### src/rtl/vga_pkg.sv
// Frame-buffer geometry shared by the write arbiter and the VGA read-side address generator.
package vga_pkg;

  localparam int COLUMNS        = 320;
  localparam int ROWS           = 240;
  localparam int BITS_PER_PIXEL = 9;
  localparam int ADDR_WIDTH     = 17;
  localparam int FB_WORDS       = COLUMNS * ROWS;
  localparam int X_WIDTH        = 9;
  localparam int Y_WIDTH        = 8;

  typedef enum logic {
    ST_ARB   = 1'b0,
    ST_CLEAR = 1'b1
  } arb_state_t;

  // y*320 + x as two shifts and adds; exact for any 9-bit x / 8-bit y in 17 bits.
  function automatic logic [ADDR_WIDTH-1:0] xy_to_addr(input logic [X_WIDTH-1:0] x,
                                                       input logic [Y_WIDTH-1:0] y);
    logic [ADDR_WIDTH-1:0] ye;
    ye = ADDR_WIDTH'(y);
    return (ye << 8) + (ye << 6) + ADDR_WIDTH'(x);
  endfunction

endpackage

### src/rtl/rr_arbiter.sv
// Combinational round-robin pick: first valid requester at or after ptr, wrapping.
module rr_arbiter #(
  parameter int NUM_REQ = 3,
  parameter int IDX_W   = (NUM_REQ > 1) ? $clog2(NUM_REQ) : 1
) (
  input  logic [NUM_REQ-1:0] valid,
  input  logic [IDX_W-1:0]   ptr,
  output logic [NUM_REQ-1:0] grant,
  output logic [IDX_W-1:0]   grant_idx
);

  // One extra bit so ptr+k cannot overflow before the wrap.
  logic [IDX_W:0] idx;
  logic           found;

  always_comb begin
    grant     = '0;
    grant_idx = '0;
    found     = 1'b0;
    idx       = '0;
    for (int k = 0; k < NUM_REQ; k++) begin
      idx = {1'b0, ptr} + (IDX_W+1)'(k);
      if (idx >= (IDX_W+1)'(NUM_REQ)) begin
        idx = idx - (IDX_W+1)'(NUM_REQ);
      end
      if (!found && valid[idx[IDX_W-1:0]]) begin
        found                 = 1'b1;
        grant[idx[IDX_W-1:0]] = 1'b1;
        grant_idx             = idx[IDX_W-1:0];
      end
    end
  end

endmodule

### src/rtl/fb_write_arbiter.sv
// Shares the video RAM write port among NUM_REQ pixel writers, with a built-in full-frame clear.
//   state    | meaning
//   ST_ARB   | round-robin pixel arbitration; clear_start takes priority
//   ST_CLEAR | clear engine owns the port, one word per cycle, requesters stalled
module fb_write_arbiter
  import vga_pkg::*;
#(
  parameter int NUM_REQ = 3
) (
  input  logic                              CLOCK_50,
  input  logic                              resetn,
  input  logic [NUM_REQ-1:0]                req_valid,
  input  logic [NUM_REQ*X_WIDTH-1:0]        req_x,
  input  logic [NUM_REQ*Y_WIDTH-1:0]        req_y,
  input  logic [NUM_REQ*BITS_PER_PIXEL-1:0] req_color,
  output logic [NUM_REQ-1:0]                req_ready,
  input  logic                              clear_start,
  input  logic [BITS_PER_PIXEL-1:0]         clear_color,
  output logic                              clear_busy,
  output logic                              clear_done,
  output logic                              pix_dropped,
  output logic                              fb_wren,
  output logic [ADDR_WIDTH-1:0]             fb_addr,
  output logic [BITS_PER_PIXEL-1:0]         fb_data
);

  localparam int                    IDX_W   = (NUM_REQ > 1) ? $clog2(NUM_REQ) : 1;
  localparam logic [X_WIDTH-1:0]    X_LIM   = X_WIDTH'(COLUMNS);
  localparam logic [Y_WIDTH-1:0]    Y_LIM   = Y_WIDTH'(ROWS);
  localparam logic [ADDR_WIDTH-1:0] FB_LAST = ADDR_WIDTH'(FB_WORDS - 1);

  arb_state_t                state, state_next;
  logic [IDX_W-1:0]          ptr, ptr_next;
  logic [ADDR_WIDTH-1:0]     clr_cnt, clr_cnt_next;
  logic [BITS_PER_PIXEL-1:0] clr_color, clr_color_next;

  logic                      wren_next, dropped_next, done_next;
  logic [ADDR_WIDTH-1:0]     addr_next;
  logic [BITS_PER_PIXEL-1:0] data_next;

  logic [NUM_REQ-1:0]        grant, ready_int;
  logic [IDX_W-1:0]          grant_idx;
  logic [X_WIDTH-1:0]        sel_x;
  logic [Y_WIDTH-1:0]        sel_y;
  logic [BITS_PER_PIXEL-1:0] sel_color;
  logic                      in_range;

  rr_arbiter #(
    .NUM_REQ (NUM_REQ),
    .IDX_W   (IDX_W)
  ) u_rr_arbiter (
    .valid     (req_valid),
    .ptr       (ptr),
    .grant     (grant),
    .grant_idx (grant_idx)
  );

  always_comb begin
    sel_x     = '0;
    sel_y     = '0;
    sel_color = '0;
    for (int i = 0; i < NUM_REQ; i++) begin
      if (grant[i]) begin
        sel_x     = req_x[i*X_WIDTH +: X_WIDTH];
        sel_y     = req_y[i*Y_WIDTH +: Y_WIDTH];
        sel_color = req_color[i*BITS_PER_PIXEL +: BITS_PER_PIXEL];
      end
    end
  end

  assign in_range = (sel_x < X_LIM) && (sel_y < Y_LIM);

  always_comb begin
    state_next     = state;
    ptr_next       = ptr;
    clr_cnt_next   = clr_cnt;
    clr_color_next = clr_color;
    wren_next      = 1'b0;
    addr_next      = '0;
    data_next      = '0;
    dropped_next   = 1'b0;
    done_next      = 1'b0;
    ready_int      = '0;
    case (state)
      ST_ARB: begin
        if (clear_start) begin
          state_next     = ST_CLEAR;
          clr_cnt_next   = '0;
          clr_color_next = clear_color;
          wren_next      = 1'b1;
          addr_next      = '0;
          data_next      = clear_color;
        end else if (|grant) begin
          ready_int = grant;
          ptr_next  = (grant_idx == IDX_W'(NUM_REQ - 1)) ? '0 : grant_idx + 1'b1;
          if (in_range) begin
            wren_next = 1'b1;
            addr_next = xy_to_addr(sel_x, sel_y);
            data_next = sel_color;
          end else begin
            dropped_next = 1'b1;
          end
        end
      end
      ST_CLEAR: begin
        // clr_cnt is the address currently on fb_addr; stop once the last one is out.
        if (clr_cnt == FB_LAST) begin
          state_next = ST_ARB;
          done_next  = 1'b1;
        end else begin
          clr_cnt_next = clr_cnt + 1'b1;
          wren_next    = 1'b1;
          addr_next    = clr_cnt + 1'b1;
          data_next    = clr_color;
        end
      end
      default: state_next = ST_ARB;
    endcase
  end

  always_ff @(posedge CLOCK_50) begin
    if (resetn) begin
      state <= ST_ARB;
    end else begin
      state <= state_next;
    end
  end

  always_ff @(posedge CLOCK_50) begin
    if (resetn) begin
      ptr         <= '0;
      clr_cnt     <= '0;
      clr_color   <= '0;
      fb_wren     <= 1'b0;
      fb_addr     <= '0;
      fb_data     <= '0;
      pix_dropped <= 1'b0;
      clear_done  <= 1'b0;
    end else begin
      ptr         <= ptr_next;
      clr_cnt     <= clr_cnt_next;
      clr_color   <= clr_color_next;
      fb_wren     <= wren_next;
      fb_addr     <= addr_next;
      fb_data     <= data_next;
      pix_dropped <= dropped_next;
      clear_done  <= done_next;
    end
  end

  // No handshake completes while reset is held.
  assign req_ready  = ready_int & {NUM_REQ{~resetn}};
  assign clear_busy = (state == ST_CLEAR);

endmodule

### config.mk
export PLATFORM = sky130hd
export DESIGN_NAME = fb_write_arbiter
export DESIGN_NICKNAME = d
export VERILOG_FILES = /design/src/rtl/vga_pkg.sv /design/src/rtl/rr_arbiter.sv /design/src/rtl/fb_write_arbiter.sv
export SDC_FILE = /design/constraint.sdc
export NUM_CORES = 1
export LEC_CHECK = 0
export ABC_AREA = 1
export BUFFER_PORTS_ARGS = -buffer_cell sky130_fd_sc_hd__buf_4
export CORE_UTILIZATION = 30
export DETAILED_ROUTE_END_ITERATION = 16
export SETUP_SLACK_MARGIN = 0.5
export SYNTH_ARGS = -nofsm -noshare
export SYNTH_HDL_FRONTEND = slang
export SYNTH_HIERARCHICAL = 1
export SYNTH_SLANG_ARGS = --single-unit
### constraint.sdc
create_clock -name CLOCK_50 -period 4.5 [get_ports CLOCK_50]
set_clock_uncertainty 0.15 [all_clocks]
set_input_delay 0.225 -clock CLOCK_50 [delete_from_list [all_inputs] [get_ports CLOCK_50]]
set_output_delay 0.225 -clock CLOCK_50 [all_outputs]
set_load 0.01 [all_outputs]
== Word-level counts from Yosys, hierarchy flattened ==
Cells that the tools add are included.
Word-level totals
  bits in read-only memories: 0
  register bits: 58
  output and inout bits: 33
  memories: 0
  RAM bits: 0
  latch bits: 0
Operators by class
  eq/ne operators: 4
  div/mod/pow operators: 0
  bitwise logic cells: 7
  add/subtract/negate cells: 9
  reduce and logical (&&, ||, !) cells: 14
  multipliers: 0
  order comparisons: 11
  muxes and demuxes: 58
  shift-type cells: 0
Operators by type and width (number)
  17-bit 2-to-1 mux: 6
  9-bit 2-to-1 mux: 10
  17-bit one-hot mux with 2 select lines: 2
  8-bit 2-to-1 mux: 3
  3-bit 2-to-1 mux: 6
  9-bit one-hot mux with 2 select lines: 1
  16-bit by 14-bit adder with 17-bit output: 1
  17-bit by 1-bit adder with 17-bit output, second input constant: 1
  17-bit by 9-bit adder with 17-bit output: 1
  17-bit == test, second input constant: 1
  1-bit 2-to-1 mux: 15
  2-bit 2-to-1 mux: 7
  2-bit by 3-bit < comparator with 1-bit output, second input constant: 3
  9-bit < comparator, second input constant: 1
  8-bit < comparator, second input constant: 1
  1-bit binary-select mux with 2-bit select: 3
  1-bit demux with 2-bit select: 3
  2-bit by 1-bit greater-or-equal comparator with 1-bit output, second input constant: 3
  3-bit by 2-bit greater-or-equal comparator with 1-bit output, second input constant: 2
  1-bit logical AND: 6
  3-bit OR: 2
  2-bit subtractor, second input constant: 3
  2-bit inequality test, second input constant: 2
  1-bit NOT: 4
  13 further kinds: 16

== Depth between registers and ports, before layout ==
Gate-level depths: netlist (run 1).
  depth after elaboration: 20
  mapped depth: 28
  mapped depth without buffers: 28

== Modules after synthesis ==
Netlist (run 1), hierarchy kept.
Modules (own cells, without submodules)
  fb_write_arbiter: area each 3517.1 sq um, cells an instance 527, times used 1
  rr_arbiter: area each 316.6 sq um, cells an instance 62, times used 1

== Worst setup path after synthesis (run 1) ==
Ideal clock, no wire load.
  path type: register to register
  start point: register ptr[0]
  end point: register fb_addr[13]
  data arrival time: 3.975 ns
  stages on the path, launching flop included: 26
  period minus slack after synthesis: 4.197 ns
  setup time: 0.071 ns
  setup slack: 0.303 ns
  cells stage by stage: dfxtp_1 > inv_1 > ha_1 > buf_4 > nand2_1 > nand3_1 > nand2_1 > nand3_1 > nand2_2 > inv_2 > nand2_1 > buf_2 > nor2_1 > buf_2 > buf_2 > a22oi_1 > o21ai_0 > fa_1 > inv_1 > fa_1 > o21ai_0 > nand3_1 > nand2_1 > xor2_1 > nand2_1 > a21oi_1
Between the ends
  elaborated cells between the ends (all ways): 59
  those cells by class: 7 x add/sub; 11 x order compare; 30 x mux; 2 x bitwise; 9 x reduce/logical
RTL lines
  start, declared: line fb_write_arbiter.sv:33  | logic [IDX_W-1:0] ptr, ptr_next;
  start signal, assigned: line fb_write_arbiter.sv:140  | ptr <= ptr_next;
  2-bit by 1-bit adder with 3-bit output, or another cell as far along: line rr_arbiter.sv:22  | idx = {1'b0, ptr} + (IDX_W+1)'(k);
  3-bit by 2-bit greater-or-equal comparator with 1-bit output, or another cell as far along: line rr_arbiter.sv:23  | if (idx >= (IDX_W+1)'(NUM_REQ)) begin
  2-bit 2-to-1 mux, or another cell as far along: line rr_arbiter.sv:23
  2-bit by 3-bit < comparator with 1-bit output (not written as such), or another cell as far along: line rr_arbiter.sv:28  | grant[idx[IDX_W-1:0]] = 1'b1;
  1-bit logical AND (not written as such), or another cell as far along: line rr_arbiter.sv:28
  1-bit 2-to-1 mux (not written as such), or another cell as far along: line rr_arbiter.sv:28
  1-bit demux with 2-bit select, or another cell as far along
  3-bit OR (no line) / 1-bit 2-to-1 mux (equally long branches)
  (+3 left out)
  net grant[1]: line fb_write_arbiter.sv:41  | logic [NUM_REQ-1:0] grant, ready_int;
  8-bit 2-to-1 mux / 9-bit 2-to-1 mux (equally long branches) (2 in a row): line fb_write_arbiter.sv:63  | if (grant[i]) begin
  16-bit by 14-bit adder with 17-bit output, or another cell as far along: line vga_pkg.sv:22  | return (ye << 8) + (ye << 6) + ADDR_WIDTH'(x);
  17-bit by 9-bit adder with 17-bit output / 1-bit logical AND (equally long branches): line vga_pkg.sv:22, fb_write_arbiter.sv:71
  17-bit 2-to-1 mux: line fb_write_arbiter.sv:96  | if (in_range) begin
  17-bit 2-to-1 mux *: line fb_write_arbiter.sv:93  | end else if (|grant) begin
  17-bit 2-to-1 mux *: line fb_write_arbiter.sv:86  | if (clear_start) begin
  17-bit one-hot mux with 2 select lines *: line fb_write_arbiter.sv:84  | case (state)
  end signal, assigned: line fb_write_arbiter.sv:144  | fb_addr <= addr_next;
  end, declared: line fb_write_arbiter.sv:23  | output logic [ADDR_WIDTH-1:0] fb_addr,
Mark *: on every way through the listed nets, which the timed path passes. The rest lies on a longest branch. The select of a mux whose other input is x is not followed.
A chain may end at the register's enable or synchronous reset.

== Worst setup path after layout (run 1) ==
  start point: register ptr[1]
  end point: register fb_addr[16]
Between the ends
  word-level cells in the longest chain between the ends: 20
  elaborated cells between the ends (all ways): 59
  those cells by class: 7 x add/sub; 11 x order compare; 30 x mux; 2 x bitwise; 9 x reduce/logical
RTL lines (line)
  2-bit by 1-bit adder with 3-bit output, or another cell as far along: rr_arbiter.sv:22
  3-bit by 2-bit greater-or-equal comparator with 1-bit output, or another cell as far along: rr_arbiter.sv:23
  2-bit 2-to-1 mux, or another cell as far along: rr_arbiter.sv:23
  2-bit by 3-bit < comparator with 1-bit output (not written as such), or another cell as far along: rr_arbiter.sv:28
  1-bit logical AND (not written as such), or another cell as far along: rr_arbiter.sv:28
  1-bit 2-to-1 mux (not written as such), or another cell as far along: rr_arbiter.sv:28
  1-bit demux with 2-bit select, or another cell as far along
  3-bit OR (no line) / 1-bit 2-to-1 mux (equally long branches)
  (+3 left out)
  net grant[0]: fb_write_arbiter.sv:41
  8-bit 2-to-1 mux / 9-bit 2-to-1 mux (equally long branches) (3 in a row): fb_write_arbiter.sv:63
  16-bit by 14-bit adder with 17-bit output, or another cell as far along: vga_pkg.sv:22
  17-bit by 9-bit adder with 17-bit output / 1-bit logical AND (equally long branches): vga_pkg.sv:22, fb_write_arbiter.sv:71
  17-bit 2-to-1 mux: fb_write_arbiter.sv:96
  17-bit 2-to-1 mux *: fb_write_arbiter.sv:93
  17-bit 2-to-1 mux *: fb_write_arbiter.sv:86
  17-bit one-hot mux with 2 select lines *: fb_write_arbiter.sv:84
Marked as above.

==> results of run 1 <==
[synth_stat cells, drive strengths merged]
cell / count
a21oi: 68
a22oi: 19
buf: 14
clkbuf: 10
clkinv: 1
dfxtp: 58
fa: 2
ha: 20
inv: 70
nand2: 187
nand3: 37
nand3b: 2
nand4: 11
nor2: 37
nor3: 5
o211a: 1
o211ai: 2
o21a: 1
o21ai: 28
o21bai: 1
or2: 9
xnor2: 1
xor2: 5
[state kept, by name, summed over array words and instances (netlist names)]
name,cells
fb_addr,17
clear_busy,1
fb_data,9
clr_color,9
pix_dropped,1
clr_cnt,17
clear_done,1
fb_wren,1
ptr,2
[what timing repair did]
action	CTS	global route
endpoints found under the setup margin	7	7
gates resized for setup	8	21
cloned	1	1
setup buffers	0	9
pin swaps	0	8
[worst reg2reg max path: stages (launching register included)]
cell and delay (ps):
dfxtp_4 390, inv_1 90, ha_2 220, o21ai_2 180, nand2_4 100, inv_2 80, nand2_1 50, nand2_1 60
inv_1 40, nand2_1 60, inv_1 70, nor2_4 210, nand2_1 90, a21oi_1 290, fa_1 500, ha_1 300
nand3_1 60, nand3_1 120, nand2_1 90, nand2_1 80, a21oi_1 160, nor2_1 80, nor2_1 80, nor2_1 50
[power by group]
part           switching (mW)  internal (mW)
Combinational            1.91           1.39
Clock                   0.250          0.431
Sequential             0.0405          0.588
Total                    2.20           2.41
[cell families after synthesis]
kind of cell,synth area share [%]
buffers and inverters,10.6
AND/OR/NAND/NOR,32.5
XOR/XNOR,1.37
adder cells (fa/ha/maj),7.57
AO/OA/AOI/OAI,17.7
flip-flops,30.3
[per-stage QoR]
stage | hold WS (ps) | area (µm²) | util [%] | std cells
floorplan | 242 | 3840 | - | 589
global placement | 302 | 4890 | 40.1 | 864
detailed placement | 309 | 4890 | 40.1 | 864
CTS | 16.6 | 5260 | 43.1 | 881
global route | 15.4 | 5420 | 44.4 | 891
finish | 21.7 | 5420 | 44.4 | 891
[final cells by class]
class | instances | area (µm²)
Multi-Input combinational cell | 436 | 2360
Clock buffer | 9 | 225
Inverter | 71 | 270
Fill cell | 1309 | 6790
Sequential cell | 58 | 1170
Clock inverter | 7 | 77.6
Tap cell | 168 | 210
Timing Repair Buffer | 142 | 1100
[layer usage]
metal / vias to the layer above / track usage [%] / share of wire, %
li1: 2182 / - / -
met1: 1918 / 20.8 / 44
met2: 101 / 31.3 / 50
met3: 12 / 3.69 / 4.5
met4: 0 / 5.19 / 1.7
met5: - / 0 / 0
[worst min path at each step]
stage / end / cells after the start
floorplan: clr_color[0] / 2
global placement: clr_color[5] / 2
detailed placement: clr_color[6] / 2
CTS: clr_color[8] / 3
global route: clr_color[6] / 3
finish: clr_color[8] / 3
==> summary.txt, run 1 <==
GRT
  • Vias in the first global route: 3,896
  • Initial antenna violation count: 0
  • First-pass GRT wire length: between 15 and 20 mm
  • Total gr overflow: 0
  • Largest net degree at the start of global routing: a little under 60
  • Tot GR Track Use: 17.4%

Run
  • Max Cap Violations: 0

Yosys
  • Register area share after synthesis: 30.3%
  • #FFs+latches synth: 58
  • Synth area leader: dfxtp_1
  • Mapped Cells: approximately 590
  • Post-Syn Area: 3830 µm²
  • Top cells by area, synth: dfxtp_1, nand2_1, a21oi_1, ha_1, inv_1
  • Netlist cell types: 35
  • Synth top area share: a little under a third
  • Synth Warn #: 6
  • Syn_nets: 704
  • Mapped Avg Cell Area: between 6 and 7 µm²

Place
  • HPWL after detailed placement: 8.80 mm
  • GP Congestion: 0.918
  • Port Buffers: between 100 and 150
  • Pre-CTS setup slack: approximately 240 ps

Timing
  • Setup violators final: 0
  • Post-route minimum period: 3750 ps
  • Maximum clock rate: ~270 MHz
  • Pins Over Slew Limit: 0
  • Actual slew at the worst max-slew pin: between 900 and 1000 ps
  • Final worst path period share: a little over four fifths
  • Setup slack after layout: 753 ps
  • RSZ-0062 raised after global routing: true
  • Setup tns final: 0 ps
  • Rel. slew slack: 38.0%
  • Hold Violations, Final: 0

Cells and area
  • Antenna cells: 0
  • Most frequent cells in the layout: nand2_1, buf_4, a21oi_1
  • Layout cell share with drive strength beyond 1: 28.2%
  • Final net count: 833
  • P&R area growth vs syn: 41.4%
  • Most common cell after layout, fill and taps aside: nand2_1

Die
  • Std cell rows: 40
  • I/O Pins: around 130
  • DIE AREA: about 13,000 µm²
  • Initial core utilization: about a third
  • Die Ht: 115 µm
  • Die W: 115 µm
  • Core Area: 12,200 µm²

Worst setup path
  • Cell family with most CP delay: simple AND/OR/NAND/NOR gates
  • Crit path kind: reg2reg
  • Critical path depth: 23
  • Worst path bufs/invs: 4
  • Startpoint Class: flop
  • Critical-path cell list: inv_1 > ha_2 > o21ai_2 > nand2_4 > inv_2 > nand2_1 > nand2_1 > inv_1 > nand2_1 > inv_1 > nor2_4 > nand2_1 > a21oi_1 > fa_1 > ha_1 > nand3_1 > nand3_1 > nand2_1 > nand2_1 > a21oi_1 > nor2_1 > nor2_1 > nor2_1
  • Reg2Reg Capture Point: fb_addr[16]
  • Crit path to: fb_addr[16]
  • Critical Path Start: ptr[1]
  • Most used cell, CP: nand2_1
  • Slowest Stage Delay on Critical Path: about 500 ps
  • Arr. time, crit path: about 3800 ps
  • Reg2Reg Setup Slack: 750 ps
  • Crit path max fanout: 9
  • Worst reg2reg path depth: 23
  • CP required: 4540 ps
  • CP endpoint kind: flop
  • Reg2Reg Launch Point: ptr[1]
  • Slowest-stage cell, CP: fa_1

Clock tree
  • CTS Root Cell: clkbuf_16
  • Clock slew seen by the registers of the worst setup and hold paths: 60 ps
  • Clock net sink count: 58
  • H-tree depth: 3
  • CTS Buf Count: 9
  • Clk Latency, worst-skew pair: 330 ps
  • CTS tree: done
  • Max clock buf depth: 2
  • Cts hold-fix bufs: 0

Routing
  • DRT Pass-1 Iters: 5
  • Via/cell ratio: ~4.7
  • Routed Wire Length: between 10 and 15 mm
  • DRC: 0
  • Vias after detailed routing: 4,213
  • ANT nets after route: 0
  • Wire length per cell: ~13 µm
  • 1st-iter DRT viols: around 260

Power and ir drop
  • Static leakage: 2.50 nW
  • Total Power: 4.61 mW
  • Pwr dens: 850 nW/µm²
  • VDD IR max: 0.000438 V

Status
  • Status: completed

Worst hold path
  • Hold crit path type: in2reg
  • Hold_sp: clear_color[8]
Note: power is estimated with default switching activity, not from simulation.
==> run 2, diff against run 1 <==
==> constraint.sdc (replaced) <==
create_clock -name CLOCK_50 -period 3.5 [get_ports CLOCK_50]
set_clock_uncertainty 0.15 [all_clocks]
set_input_delay 0.175 -clock CLOCK_50 [delete_from_list [all_inputs] [get_ports CLOCK_50]]
set_output_delay 0.175 -clock CLOCK_50 [all_outputs]
set_load 0.01 [all_outputs]
==> run 2 against run 1 <==
The flow now finishes with violations (negative setup slack). Clock power grew 29%. Critical path depth shrank 3. Cell count grew 8.1%. Flip-flop and latch count is the same. Final area grew 17%. Non-clock buffer count grew 69. Worst setup slack lost 860 ps. Maximum frequency grew 4.0%. First-iteration DRC count shrank 14%.
==> summary.txt, run 2 (synthesized netlist as in run 1, its figures left out) <==
GRT
  • Total gr overflow: 0
  • Initial antenna violation count: 0
  • First-pass GRT wire length: 20.5 mm
  • Top Usage Layer GRT: met2
  • Met1 Use GR: 24.6%
  • Met2 GRT Util: 35.6%
  • M3 GR Usage: 3.37%
  • Tot GR Track Use: 19.7%
  • Vias in the first global route: 4,428
  • Largest net degree at the start of global routing: approximately 60

Worst setup path
  • Crit path max fanout: 6
  • CP endpoint kind: flop
  • Arr. time, crit path: ~3700 ps
  • Slowest Stage Delay on Critical Path: 550 ps
  • CP required: 3610 ps
  • Crit path kind: reg2reg
  • Critical-path cell list: inv_4 > ha_4 > buf_6 > nand2_1 > o21ai_2 > nand4_1 > nand2_4 > buf_6 > nor2_4 > a22oi_2 > a21oi_2 > fa_1 > inv_1 > fa_2 > o21ai_2 > nand3_1 > nand2_1 > xor2_1 > nand2_1 > a21oi_2
  • Most used cell, CP: nand2_1
  • Slowest-stage cell, CP: fa_1
  • Startpoint Class: flop

Timing
  • Setup tns final: -516 ps
  • Rel. slew slack: 57.5%
  • Hold Violations, Final: 0
  • Worst hold slack: approximately 64 ps
  • Actual slew at the worst max-slew pin: 637 ps
  • Final worst path period share: 103%
  • Setup slack after layout: -104 ps
  • Setup violators final: 9
  • Maximum clock rate: 277 MHz
  • Pins Over Slew Limit: 0
  • Post-route minimum period: around 3600 ps
  • RSZ-0062 raised after global routing: true

Cells and area
  • Most frequent cells in the layout: buf_4, nand2_1, inv_1
  • P&R area growth vs syn: 64.9%
  • Final net count: 905
  • Post-route cell area: 6320 µm²
  • Fillers: 1,234
  • Biggest regs: clr_cnt: 17 flops, fb_addr: 17 flops
  • Layout cell share with drive strength beyond 1: 39.6%
  • Antenna cells: 0
  • Layout Cells excl Fill: 963
  • Most common cell after layout, fill and taps aside: buf_4

Die
  • DIE AREA: 13,200 µm²
  • Std cell rows: 40
  • Initial core utilization: a little under a third
  • Core Area: 12,200 µm²
  • Die Ht: 115 µm
  • I/O Pins: 126
  • Die W: 115 µm

Place
  • Pre-CTS setup slack: -210 ps
  • GP Congestion: 0.877
  • HPWL after detailed placement: 9.51 mm
  • Placed cell count: 898
  • Port Buffers: approximately 130
  • Post-DP Area: 5210 µm²

Clock tree
  • CTS Root Cell: clkbuf_16
  • Clock net sink count: 58
  • CTS tree: done
  • H-tree depth: 3
  • Clock slew seen by the registers of the worst setup and hold paths: roughly 50 ps
  • CTS Buf Count: 9
  • Max clock buf depth: 2
  • Clk Latency, worst-skew pair: 340 ps

Power and ir drop
  • VDD IR max: about 0.0008 V
  • Pwr dens: 1250 nW/µm²
  • Static leakage: 2.90 nW

Routing
  • DRC: 0
  • DRT Pass-1 Iters: 4
  • Via/cell ratio: 4.72
  • 1st-iter DRT viols: 221
  • Wire length per cell: around 14 µm
  • ANT nets after route: 0
  • Vias after detailed routing: 4,544
  • Routed Wire Length: 13.2 mm

Status
  • Violated checks: negative setup slack
  • Status: complete, but fails checks

Run
  • Max Cap Violations: 0

Worst hold path
  • Hold crit path type: in2reg
run 2: path summary, 6_finish.rpt:
| kind | startpoint | to | slack [ps] | cells past startpoint |
|---|---|---|---|---|
| max | ptr[0] | fb_addr[13] | -100 | 20 |
| min | req_x[22] | fb_addr[4] | 60 | 5 |
| max reg2reg | ptr[0] | fb_addr[13] | -100 | 20 |
| min reg2reg | clr_color[6] | clr_color[6] | 320 | 2 |
run 2: final cells by class:
class / instances / area [µm²] / area share [%]
inverter: 71 / 282 / 4.45
tap: 168 / 210 / 3.32
multi-input combinational: 439 / 2640 / 41.8
sequential: 58 / 1170 / 18.5
timing repair buffer: 211 / 1720 / 27.2
clock buffer: 9 / 225 / 3.56
clock inverter: 7 / 78.8 / 1.25
run 2: where the power goes:
part / switching (mW) / internal (mW)
clock: 0.326 / 0.554
combinational: 3.17 / 3.02
sequential: 0.0505 / 0.756
run 2: metal layers:
layer	wire length (µm)	part of all wire [%]	vias to the layer above
li1	-	-	2316
met1	5820	44	2090
met2	6580	50	128
met3	664	5.0	10
met4	151	1.1	0
met5	0	0	-
run 2: repair_timing:
| item | 4_1_cts | 5_1_grt |
|---|---|---|
| hold endpoints to repair | 9 | 0 |
| buffers inserted | 24 | 13 |
| hold buffers | 9 | 0 |
| cloned | 2 | 1 |
| pin swaps | 16 | 25 |
| endpoints found under the setup margin | 25 | 29 |
| gates resized for setup | 22 | 74 |
run 2: worst max-delay path, delay by kind of cell, from the launching register on:
kind	cells	cell delay, ps
xor+xnor	1	160
buf+inv	4	340
compound gates	5	560
simple gates	7	720
flops	1	380
fa+ha+maj	3	1200
run 2: metrics by stage:
step                      total power, mW  utilization (%)
after floorplan                      3.84                -
after global placement               5.35             42.7
after CTS                            6.89             48.4
after detailed placement             5.41             42.7
after global routing                 8.58             51.8
final                                7.87             51.8
==> run 3, diff against run 2 <==
--- a/config.mk
+++ b/config.mk
@@ -9,6 +9,7 @@
 export BUFFER_PORTS_ARGS = -buffer_cell sky130_fd_sc_hd__buf_4
 export CORE_UTILIZATION = 30
 export DETAILED_ROUTE_END_ITERATION = 16
+export REMOVE_ABC_BUFFERS = 1
 export SETUP_SLACK_MARGIN = 0.5
 export SYNTH_ARGS = -nofsm -noshare
 export SYNTH_HDL_FRONTEND = slang
==> run 3 against run 2 <==
The flow still finishes with violations (negative setup slack). Flip-flop and latch count is the same. Critical path depth rose by 9. Final area about the same. Largest power group unchanged. Global-route usage decreased by 0.63 points. Via count is 0.62% higher. Sequential power fell by 1%. Sequential share of layout area down 0.058 points. Clock power grew 1%. First-iteration DRC count shrank 28%. Non-clock buffer count is 4 higher. Register-to-register slack lost 90 ps. Cell count grew 0.10%.
==> summary.txt, run 3 (synthesized netlist as in run 1, its figures left out) <==
GRT
  • Tot GR Track Use: 19.1%
  • Total gr overflow: 0
  • Vias in the first global route: 4,460
  • Largest net degree at the start of global routing: 59
  • Initial antenna violation count: 0
  • First-pass GRT wire length: roughly 20 mm

Die
  • I/O Pins: about 130
  • Die Ht: 115 µm
  • Initial core utilization: 31.4%
  • DIE AREA: 13,200 µm²
  • Std cell rows: 40
  • Core Area: 12,200 µm²
  • Die W: 115 µm

Clock tree
  • CTS tree: done
  • H-tree depth: 3
  • Clock slew seen by the registers of the worst setup and hold paths: around 50 ps
  • CTS Buf Count: 9
  • Max clock buf depth: 2
  • CTS Root Cell: clkbuf_16
  • Clock net sink count: 58
  • Clk Latency, worst-skew pair: 330 ps

Routing
  • Via/cell ratio: 4.74
  • ANT nets after route: 0
  • Vias after detailed routing: 4,572
  • DRC: 0
  • Wire length per cell: between 10 and 15 µm
  • Routed Wire Length: 12.6 mm
  • DRT Pass-1 Iters: 4
  • 1st-iter DRT viols: 159

Power and ir drop
  • Pwr dens: 1330 nW/µm²
  • Sequential power share: 9.5%
  • Switching part of the total power: 42.7%
  • VDD IR max: between 0.0007 and 0.0008 V
  • Static leakage: 2.89 nW
  • Comb power frac: about 80%
  • Pint: 4.81 mW
  • Clock group share of total power: a little over a tenth
  • Sw power: ~3.6 mW

Cells and area
  • Most frequent cells in the layout: buf_4, nand2_1, a21oi_1, dfxtp_1, inv_1
  • Most common cell after layout, fill and taps aside: buf_4
  • Layout cell share with drive strength beyond 1: 40.3%
  • Final net count: 907
  • Antenna cells: 0
  • Biggest regs: clr_cnt: 17 flops, fb_addr: 17 flops
  • P&R area growth vs syn: 65.1%
  • Utilization after layout: between 50% and 60%

Status
  • Status: complete, but fails checks
  • Violated checks: negative setup slack

Worst setup path
  • Crit path kind: reg2reg
  • Crit path max fanout: 8
  • CP required: about 3600 ps
  • Worst path bufs/invs: 20
  • Reg2Reg Capture Point: ptr[1]
  • Reg2Reg Setup Slack: -190 ps
  • Startpoint Class: flop
  • Critical path depth: 29
  • Most used cell, CP: buf_4
  • Critical Path Start: ptr[0]
  • Slowest-stage cell, CP: dfxtp_2
  • Arr. time, crit path: 3780 ps
  • Reg2Reg Launch Point: ptr[0]
  • CP endpoint kind: flop
  • Slowest Stage Delay on Critical Path: 330 ps
  • Worst reg2reg path depth: 29
  • Crit path to: ptr[1]
  • Cell family with most CP delay: buffers and inverters

Timing
  • Actual slew at the worst max-slew pin: between 600 and 700 ps
  • Worst hold slack: 17.6 ps
  • Setup slack after layout: -189 ps
  • RSZ-0062 raised after global routing: true
  • Hold Violations, Final: 0
  • Setup violators final: 8
  • Post-route minimum period: 3690 ps
  • Rel. slew slack: 57.4%
  • Final worst path period share: 105%
  • Maximum clock rate: 271 MHz
  • Pins Over Slew Limit: 0

Place
  • Port Buffers: 125
  • HPWL after detailed placement: ~8.4 mm
  • GP Congestion: 0.846

Worst hold path
  • Hold crit path type: in2reg

Run
  • Max Cap Violations: 0
run 3: cell types whose count changed in the layout (fill, tap and decap cells not counted), moves of 3 or more:
cell,previous run,this run
nand2_2,19,22
inv_2,7,13
clkbuf_8,0,3
buf_4,178,186
a21oi_2,15,10
inv_1,57,53
ha_4,11,15
ha_1,8,3
a21oi_1,53,56
clkinvlp_4,3,0
nand2_4,7,4
run 3: how the worst min path moves through the flow:
stage | start | endpoint | slack, ps | depth (start not counted)
after detailed placement | clr_color[4] | clr_color[4] | 310 | 2
after CTS | clear_color[5] | clr_color[5] | 3 | 3
after floorplan | resetn | fb_addr[12] | 90 | 1
final | clear_color[5] | clr_color[5] | 20 | 3
after global routing | clear_color[5] | clr_color[5] | 20 | 3
after global placement | clr_color[8] | clr_color[8] | 300 | 2
run 3: metal layers:
| metal | global-route usage (%) | routed length (µm) |
|---|---|---|
| met5 | 0 | 0 |
| met2 | 33.9 | 6390 |
| met1 | 22.8 | 5410 |
| met3 | 4.38 | 565 |
| met4 | 5.80 | 257 |
run 3: cell type report:
type / instances / area, µm²
clock buffers: 13 / 270
flip-flops and latches: 58 / 1170
repair buffers: 215 / 1710
well taps: 168 / 210
fillers: 1157 / 5880
clock inverters: 2 / 35.0
multi-input cells: 437 / 2660
inverters: 71 / 277
run 3: timing repair:
item,CTS,global route
buffers inserted,24,9
gates resized for setup,73,39
hold buffers,8,0
endpoints found under the hold margin,8,0
gates cloned,1,1
endpoints found under the setup margin,26,28
pin swaps,27,30
run 3: worst reg2reg max path, delay by kind of cell, from the launching register on:
kind,cells,cell delay (ps)
buf+inv,20,2130
simple gates,7,630
flops,1,330
fa+ha+maj,1,170
compound gates,1,170
run 3: stage by stage:
step                total power, mW  setup TNS [ps]  cell area [µm²]  instances  setup slack (ps)
global route                   9.09           -2590             6330        964              -364
floorplan                      3.45           -8840             3690        565             -1140
detailed placement             5.31           -2510             5200        906              -416
CTS                            7.62           -97.0             6120        954             -50.4
global placement               5.29           -1580             5200        906              -317
finish                         8.40            -731             6330        964              -189
run 3: power groups by stage:
stage	Combinational [mW]	Sequential [mW]	Clock [mW]
after floorplan	2.62	0.830	0
after global placement	4.49	0.800	0
after detailed placement	4.51	0.800	0
after CTS	5.91	0.795	0.909
after global routing	7.35	0.804	0.939
final	6.71	0.797	0.891
